## src/rtl/calc_display_scan.sv

```systemverilog
// calc_display_scan
// Display controller for the calculator. It picks the digit source from the
// calculator state and registers one 5-bit code per digit, with optional
// leading-zero blanking and a blink of the operand being entered. It then
// time-multiplexes those codes onto a single shared code bus.
//
// Ports:
//   clk        system clock
//   reset      synchronous, active-high
//   state      00 WAIT, 01 LOAD_FIRST, 10 LOAD_SECOND, 11 CALCULATE
//   num1/num2  operands (NUM_W bits)
//   ans        ALU result (ANS_W bits)
//   blank_lz   1 = blank zero digits above the most significant nonzero one
//   digit_code {off, hex[3:0]} of the scanned digit, 5'h10 = OFF
//   digit_sel  one-hot active-low select of the scanned digit
//   scan_idx   index of the scanned digit
//   frame_tick one-cycle pulse when scan_idx wraps to 0
module calc_display_scan #(
  parameter int NUM_DIGITS   = 4,
  parameter int NUM_W        = 8,
  parameter int ANS_W        = 10,
  parameter int REFRESH_DIV  = 100000,
  parameter int BLINK_FRAMES = 64,
  localparam int IDX_W       = (NUM_DIGITS > 1) ? $clog2(NUM_DIGITS) : 1
) (
  input  logic                  clk,
  input  logic                  reset,
  input  logic [1:0]            state,
  input  logic [NUM_W-1:0]      num1,
  input  logic [NUM_W-1:0]      num2,
  input  logic [ANS_W-1:0]      ans,
  input  logic                  blank_lz,
  output logic [4:0]            digit_code,
  output logic [NUM_DIGITS-1:0] digit_sel,
  output logic [IDX_W-1:0]      scan_idx,
  output logic                  frame_tick
);

  localparam int PRE_W   = (REFRESH_DIV > 1) ? $clog2(REFRESH_DIV) : 1;
  localparam int FRM_W   = (BLINK_FRAMES > 1) ? $clog2(BLINK_FRAMES) : 1;
  localparam int NUM_NIB = (NUM_W + 3) / 4;
  localparam int ANS_NIB = (ANS_W + 3) / 4;
  localparam logic [4:0] CODE_OFF = 5'h10;

  typedef enum logic [1:0] {
    ST_WAIT        = 2'b00,
    ST_LOAD_FIRST  = 2'b01,
    ST_LOAD_SECOND = 2'b10,
    ST_CALCULATE   = 2'b11
  } calc_state_t;

  logic [PRE_W-1:0]      prescaler;
  logic [FRM_W-1:0]      frame_cnt;
  logic                  blink_phase;
  logic [1:0]            state_q;
  logic [4:0]            digitreg   [NUM_DIGITS];
  logic [4:0]            next_digit [NUM_DIGITS];
  logic [4*NUM_DIGITS-1:0] src_ext;
  int                    src_nibs;
  logic                  blink_off;
  logic                  leading;
  logic [3:0]            nib;
  logic                  state_changed;
  logic                  pre_tc;
  logic                  frame_wrap;

  assign state_changed = (state != state_q);
  assign pre_tc        = (prescaler == PRE_W'(REFRESH_DIV - 1));
  assign frame_wrap    = pre_tc && (scan_idx == IDX_W'(NUM_DIGITS - 1));

  // Source selection, blanking and blink gating for the next digit codes.
  // A state change counts as "visible" in the same cycle it is seen, so a
  // freshly entered operand never flashes dark for one cycle.
  always_comb begin
    src_ext   = '0;
    src_nibs  = 0;
    blink_off = 1'b0;
    leading   = 1'b1;
    nib       = 4'h0;
    for (int i = 0; i < NUM_DIGITS; i++) next_digit[i] = CODE_OFF;
    case (calc_state_t'(state))
      ST_LOAD_FIRST: begin
        src_ext[NUM_W-1:0] = num1;
        src_nibs           = NUM_NIB;
        blink_off          = ~(blink_phase | state_changed);
      end
      ST_LOAD_SECOND: begin
        src_ext[NUM_W-1:0] = num2;
        src_nibs           = NUM_NIB;
        blink_off          = ~(blink_phase | state_changed);
      end
      ST_CALCULATE: begin
        src_ext[ANS_W-1:0] = ans;
        src_nibs           = ANS_NIB;
      end
      default: begin
        src_nibs = 0;
      end
    endcase
    // Walk from the top digit down so "leading" stays set until the first
    // nonzero nibble of the source is passed.
    for (int i = NUM_DIGITS - 1; i >= 0; i--) begin
      nib = src_ext[4*i +: 4];
      if (i >= src_nibs || blink_off) begin
        next_digit[i] = CODE_OFF;
      end else if (blank_lz && leading && (nib == 4'h0) && (i != 0)) begin
        next_digit[i] = CODE_OFF;
      end else begin
        next_digit[i] = {1'b0, nib};
      end
      if (i < src_nibs && nib != 4'h0) leading = 1'b0;
    end
  end

  // Prescaler and scan index; the wrap of the index raises frame_tick.
  always_ff @(posedge clk) begin
    if (reset) begin
      prescaler  <= '0;
      scan_idx   <= '0;
      frame_tick <= 1'b0;
    end else begin
      frame_tick <= 1'b0;
      if (pre_tc) begin
        prescaler <= '0;
        if (frame_wrap) begin
          scan_idx   <= '0;
          frame_tick <= 1'b1;
        end else begin
          scan_idx <= scan_idx + 1'b1;
        end
      end else begin
        prescaler <= prescaler + 1'b1;
      end
    end
  end

  // Blink phase: a state change beats a simultaneous blink toggle.
  always_ff @(posedge clk) begin
    if (reset) begin
      state_q     <= ST_WAIT;
      frame_cnt   <= '0;
      blink_phase <= 1'b1;
    end else begin
      state_q <= state;
      if (state_changed) begin
        frame_cnt   <= '0;
        blink_phase <= 1'b1;
      end else if (frame_wrap) begin
        if (frame_cnt == FRM_W'(BLINK_FRAMES - 1)) begin
          frame_cnt   <= '0;
          blink_phase <= ~blink_phase;
        end else begin
          frame_cnt <= frame_cnt + 1'b1;
        end
      end
    end
  end

  // Digit registers reload every cycle. The outputs are both taken from the
  // same scan_idx value, so select and code always move together.
  always_ff @(posedge clk) begin
    if (reset) begin
      for (int i = 0; i < NUM_DIGITS; i++) digitreg[i] <= CODE_OFF;
      digit_code <= CODE_OFF;
      digit_sel  <= '1;
    end else begin
      for (int i = 0; i < NUM_DIGITS; i++) digitreg[i] <= next_digit[i];
      digit_code <= digitreg[scan_idx];
      digit_sel  <= ~(NUM_DIGITS'(1) << scan_idx);
    end
  end

endmodule

```

## config.mk

```make
export PLATFORM = sky130hd
export DESIGN_NAME = calc_display_scan
export DESIGN_NICKNAME = d
export VERILOG_FILES = /design/src/rtl/calc_display_scan.sv
export SDC_FILE = /design/constraint.sdc
export NUM_CORES = 1
export LEC_CHECK = 0
export ABC_CLOCK_PERIOD_IN_PS = 1800
export CAP_MARGIN = 20
export CELL_PAD_IN_SITES_DETAIL_PLACEMENT = 1
export CELL_PAD_IN_SITES_GLOBAL_PLACEMENT = 2
export CORE_UTILIZATION = 30
export CTS_BUF_LIST = sky130_fd_sc_hd__clkbuf_8
export CTS_CLUSTER_SIZE = 8
export DETAILED_ROUTE_END_ITERATION = 7
export GPL_TIMING_DRIVEN = 0
export PLACE_DENSITY = 0.79
export SKIP_LAST_GASP = 1
export SLEW_MARGIN = 25
export SYNTH_ARGS = -nofsm -noshare
export SYNTH_HDL_FRONTEND = slang
export SYNTH_SLANG_ARGS = --single-unit
export TNS_END_PERCENT = 20
```

## constraint.sdc

```tcl
create_clock -name clk -period 1.8 [get_ports clk]
set_clock_uncertainty 0.15 [all_clocks]
set_input_delay 0.27 -clock clk [delete_from_list [all_inputs] [get_ports clk]]
set_output_delay 0.27 -clock clk [all_outputs]
set_load 0.01 [all_outputs]
```

==> results of run 1 <==
==> worst reg2reg max path, stage by stage (launching register included) <==
cell and delay (ns):
dfxtp_1 0.45, and4_1 0.20, buf_2 0.15, nand2_1 0.12, or4_1 0.52, a21oi_1 0.14
==> through the flow <==
stage / std cells / worst slack, ns / instance area (µm²) / setup TNS (ns)
6_report: 391 / 0.00717 / 3030 / 0
5_1_grt: 391 / -0.115 / 3030 / -1.73
4_1_cts: 388 / -0.130 / 2960 / -0.341
3_5_place_dp: 380 / -0.652 / 2830 / -9.14
3_3_place_gp: 380 / -0.705 / 2830 / -8.90
2_1_floorplan: 239 / 0.000529 / 2280 / 0
==> kinds of logic (layout without fill, tap and decap cells) <==
kind of cell	Yosys count	count (layout)	share of synthesized area, %
xor+xnor	13	13	5.00
compound gates	39	39	12.2
simple gates	99	99	25.2
buf+inv	20	73	4.12
mux	6	6	2.64
flops	51	51	44.8
fa+ha+maj	11	11	6.04
==> cells in the final DEF, fill, tap and decap left out, types with 2 or more instances in the layout <==
cell,netlist,routed
inv_6,0,2
o31ai_1,3,2
ha_2,0,3
xor2_1,11,11
buf_6,2,4
nor2_1,23,23
dfxtp_1,51,47
clkbuf_1,8,4
nand2b_1,6,6
and2_1,3,3
nand2_1,14,14
or2_2,3,3
o21a_1,2,2
dfxtp_2,0,3
a21oi_1,10,9
inv_1,7,7
and4_1,4,4
xnor2_1,2,2
buf_2,3,2
a22oi_1,2,2
o21ai_1,4,5
dlygate4sd2_1,0,2
and4bb_2,2,2
nand3_1,6,6
a222oi_1,7,7
nand4_1,7,7
nor3_1,11,11
or3_1,6,6
and3_1,2,2
buf_4,0,5
mux2i_1,6,6
clkbuf_8,0,5
ha_1,11,7
and3b_1,2,2
clkdlybuf4s50_1,0,40
==> worst min path at each step <==
stage	slack, ns	cells past startpoint	end	start
after floorplan	0.24	2	digitreg[2][4]	blank_lz
after global placement	0.30	1	prescaler[0]	prescaler[0]
after detailed placement	0.30	1	prescaler[0]	prescaler[0]
after CTS	0.33	2	digit_code[1]	digitreg[2][1]
after global routing	0.36	3	state_q[1]	state[1]
final	0.33	2	digit_code[1]	digitreg[2][1]
==> report_power, final <==
group	internal, W	leakage, nW	switching, W	total [W]
logic	0.000118	0.638	0.0000854	0.000203
registers	0.00116	0.417	0.0000127	0.00117
clock network	0.000287	0.0491	0.000406	0.000692
total	0.00156	1.10	0.000504	0.00206
==> layer usage <==
layer | up-vias | global-route usage [%]
met5 | - | 0
met4 | 0 | 4.18
met3 | 5 | 2.86
met2 | 39 | 25.7
met1 | 889 | 16.7
li1 | 964 | -
==> area by class of cell <==
| cell class | count | area (µm²) | area share, % |
|---|---|---|---|
| multi-input combinational | 168 | 1220 | 40.4 |
| sequential | 51 | 1030 | 34.0 |
| inverter | 7 | 26.3 | 0.868 |
| tap | 99 | 124 | 4.09 |
| timing repair buffer | 48 | 467 | 15.4 |
| clock inverter | 3 | 26.3 | 0.868 |
| clock buffer | 5 | 68.8 | 2.27 |
| buffer | 10 | 63.8 | 2.11 |
==> repair_timing <==
action | CTS | global route
gates cloned | 0 | 1
pin swaps | 1 | 5
resized for setup | 11 | 15
buffers inserted | 3 | 2
endpoints found under the setup margin | 31 | 32
hold endpoints to repair | 0 | 0
==> flip-flops by register name (all words and copies together) (netlist names), 2 cells and up <==
register	count
digit_sel	4
state_q	2
prescaler	17
digitreg	13
digit_code	5
frame_cnt	6
scan_idx	2
==> flow_summary.ini, run 1 <==
[outcome]
status = complete, no violations

[drt]
vias = 1897
drt_pre_antenna_iters = 4
wl_met2_um = 2570
routed_wl_um = 5150
drt_iter0_drc = 49
ant_nets = 0
topRoutingLayerUsed = met4
drc_errors = 0
wl_met1_um = 2280
routedWlPerCell_um = 13.2
avgViaCountPerCell = 4.85
wl_met3_um = 234

[sta]
rsz0062_at_grt = yes
min_period_over_period_pct = 99.6
slew_headroom_pct = 66.5
holdWs_ns = 0.325
setup_viol = 0
fmax_mhz = 558
tightestPinTransition_ns = 0.502
slew_violations = 0
period_minus_slack_ns = 1.79
hold_violations = 0

[critical_path]
crit_end = prescaler[13]
crit_slowest_cell = or4_1
r2r_cells = 5
crit_cells = 5
worstReg2RegStart = prescaler[5]
cp_max_fo = 6
r2r_end = prescaler[13]
r2r_slack_ns = 0.007
crit_family = simple AND/OR/NAND/NOR gates
cp-start-kind = flip-flop
crit_path_max_incr_delay_ns = 0.52
cp_data_arrival_time_ns = 1.89
end_kind = flip-flop
cp_num_buf_inv = 1
cp.required_ns = 1.89
cp-startpoint = prescaler[5]
path_cells = and4_1 > buf_2 > nand2_1 > or4_1 > a21oi_1
crit_type = flip-flop to flip-flop

[power_and_ir_drop]
p_leak_nw = 1.10
power_density_nw_per_um2 = 682
ir_worst_vdd_uv = 370
p_total_w = 0.00206

[cells_and_area]
syn2layout_area_growth_pct = 32.9
final_nets = 333
post-route-util_pct = 41.5
nFillCells = 858
n_antenna_cell = 0
drive_gt1_share_pct = 14.4

[floorplanning]
core-area_um2 = 7290
start_util_pct = 31.2
rows = 31
die-area_um2 = 7950
fp.dieH_um = 89.2
die_w_um = 89.2
io_pins = 43

[logic_synthesis]
synth_nets = 281
synthMostInstantiatedCell = dfxtp_1
synth-warning-count = 0
synthesis.area_um2 = 2280
ys_async_sr_fraction_pct = 0
synth-edff-count = 0
netlist_top_cells_area = dfxtp_1, ha_1, xor2_1
synthDistinctLibCells = 47
ys_ff_latch = 51
ys_seq_area_share_pct = 44.8
avgSynthCellArea_um2 = 9.53
synth_top_cell_area_share_pct = 44.8
syn-instance-count = 239
synth_top_area_cell = dfxtp_1
synth_ff_type = dfxtp_1
synthTopCellsByCount = dfxtp_1, nor2_1, nand2_1

[clocking]
numCtsBuffers = 5
clk_latency_ns = 0.30
htreeDepth = 2
cts_buffer_depth = 2
cts-hold-fix-buffers = 0
clock_sinks = 51
cts_tree = yes
cts.clk_slew.worst_paths_ns = 0.10
cts_root_buf = clkbuf_8

[place]
gp_congestion = 0.719
detailed_place_hpwl_um = 3900
port_buffers = 42

[grt]
track_usage_pct = 14.1
grt_pass1_vias = 1855
grt_pass1_wl_um = 8640
gr-total-overflow = 0
antenna_found_initial = 0
grt_max_degree = 19

[job]
max_cap_viol_count = 0

[min_path]
hold_class = flip-flop to flip-flop
No activity file was read; power rests on OpenSTA's default activity.
==> inputs of run 2 (changes only) <==
ABC_CLOCK_PERIOD_IN_PS = unset   (was 1800)
==> results of run 2 <==
Same layout as run 1: the final DEF is identical, and so are final timing and power.
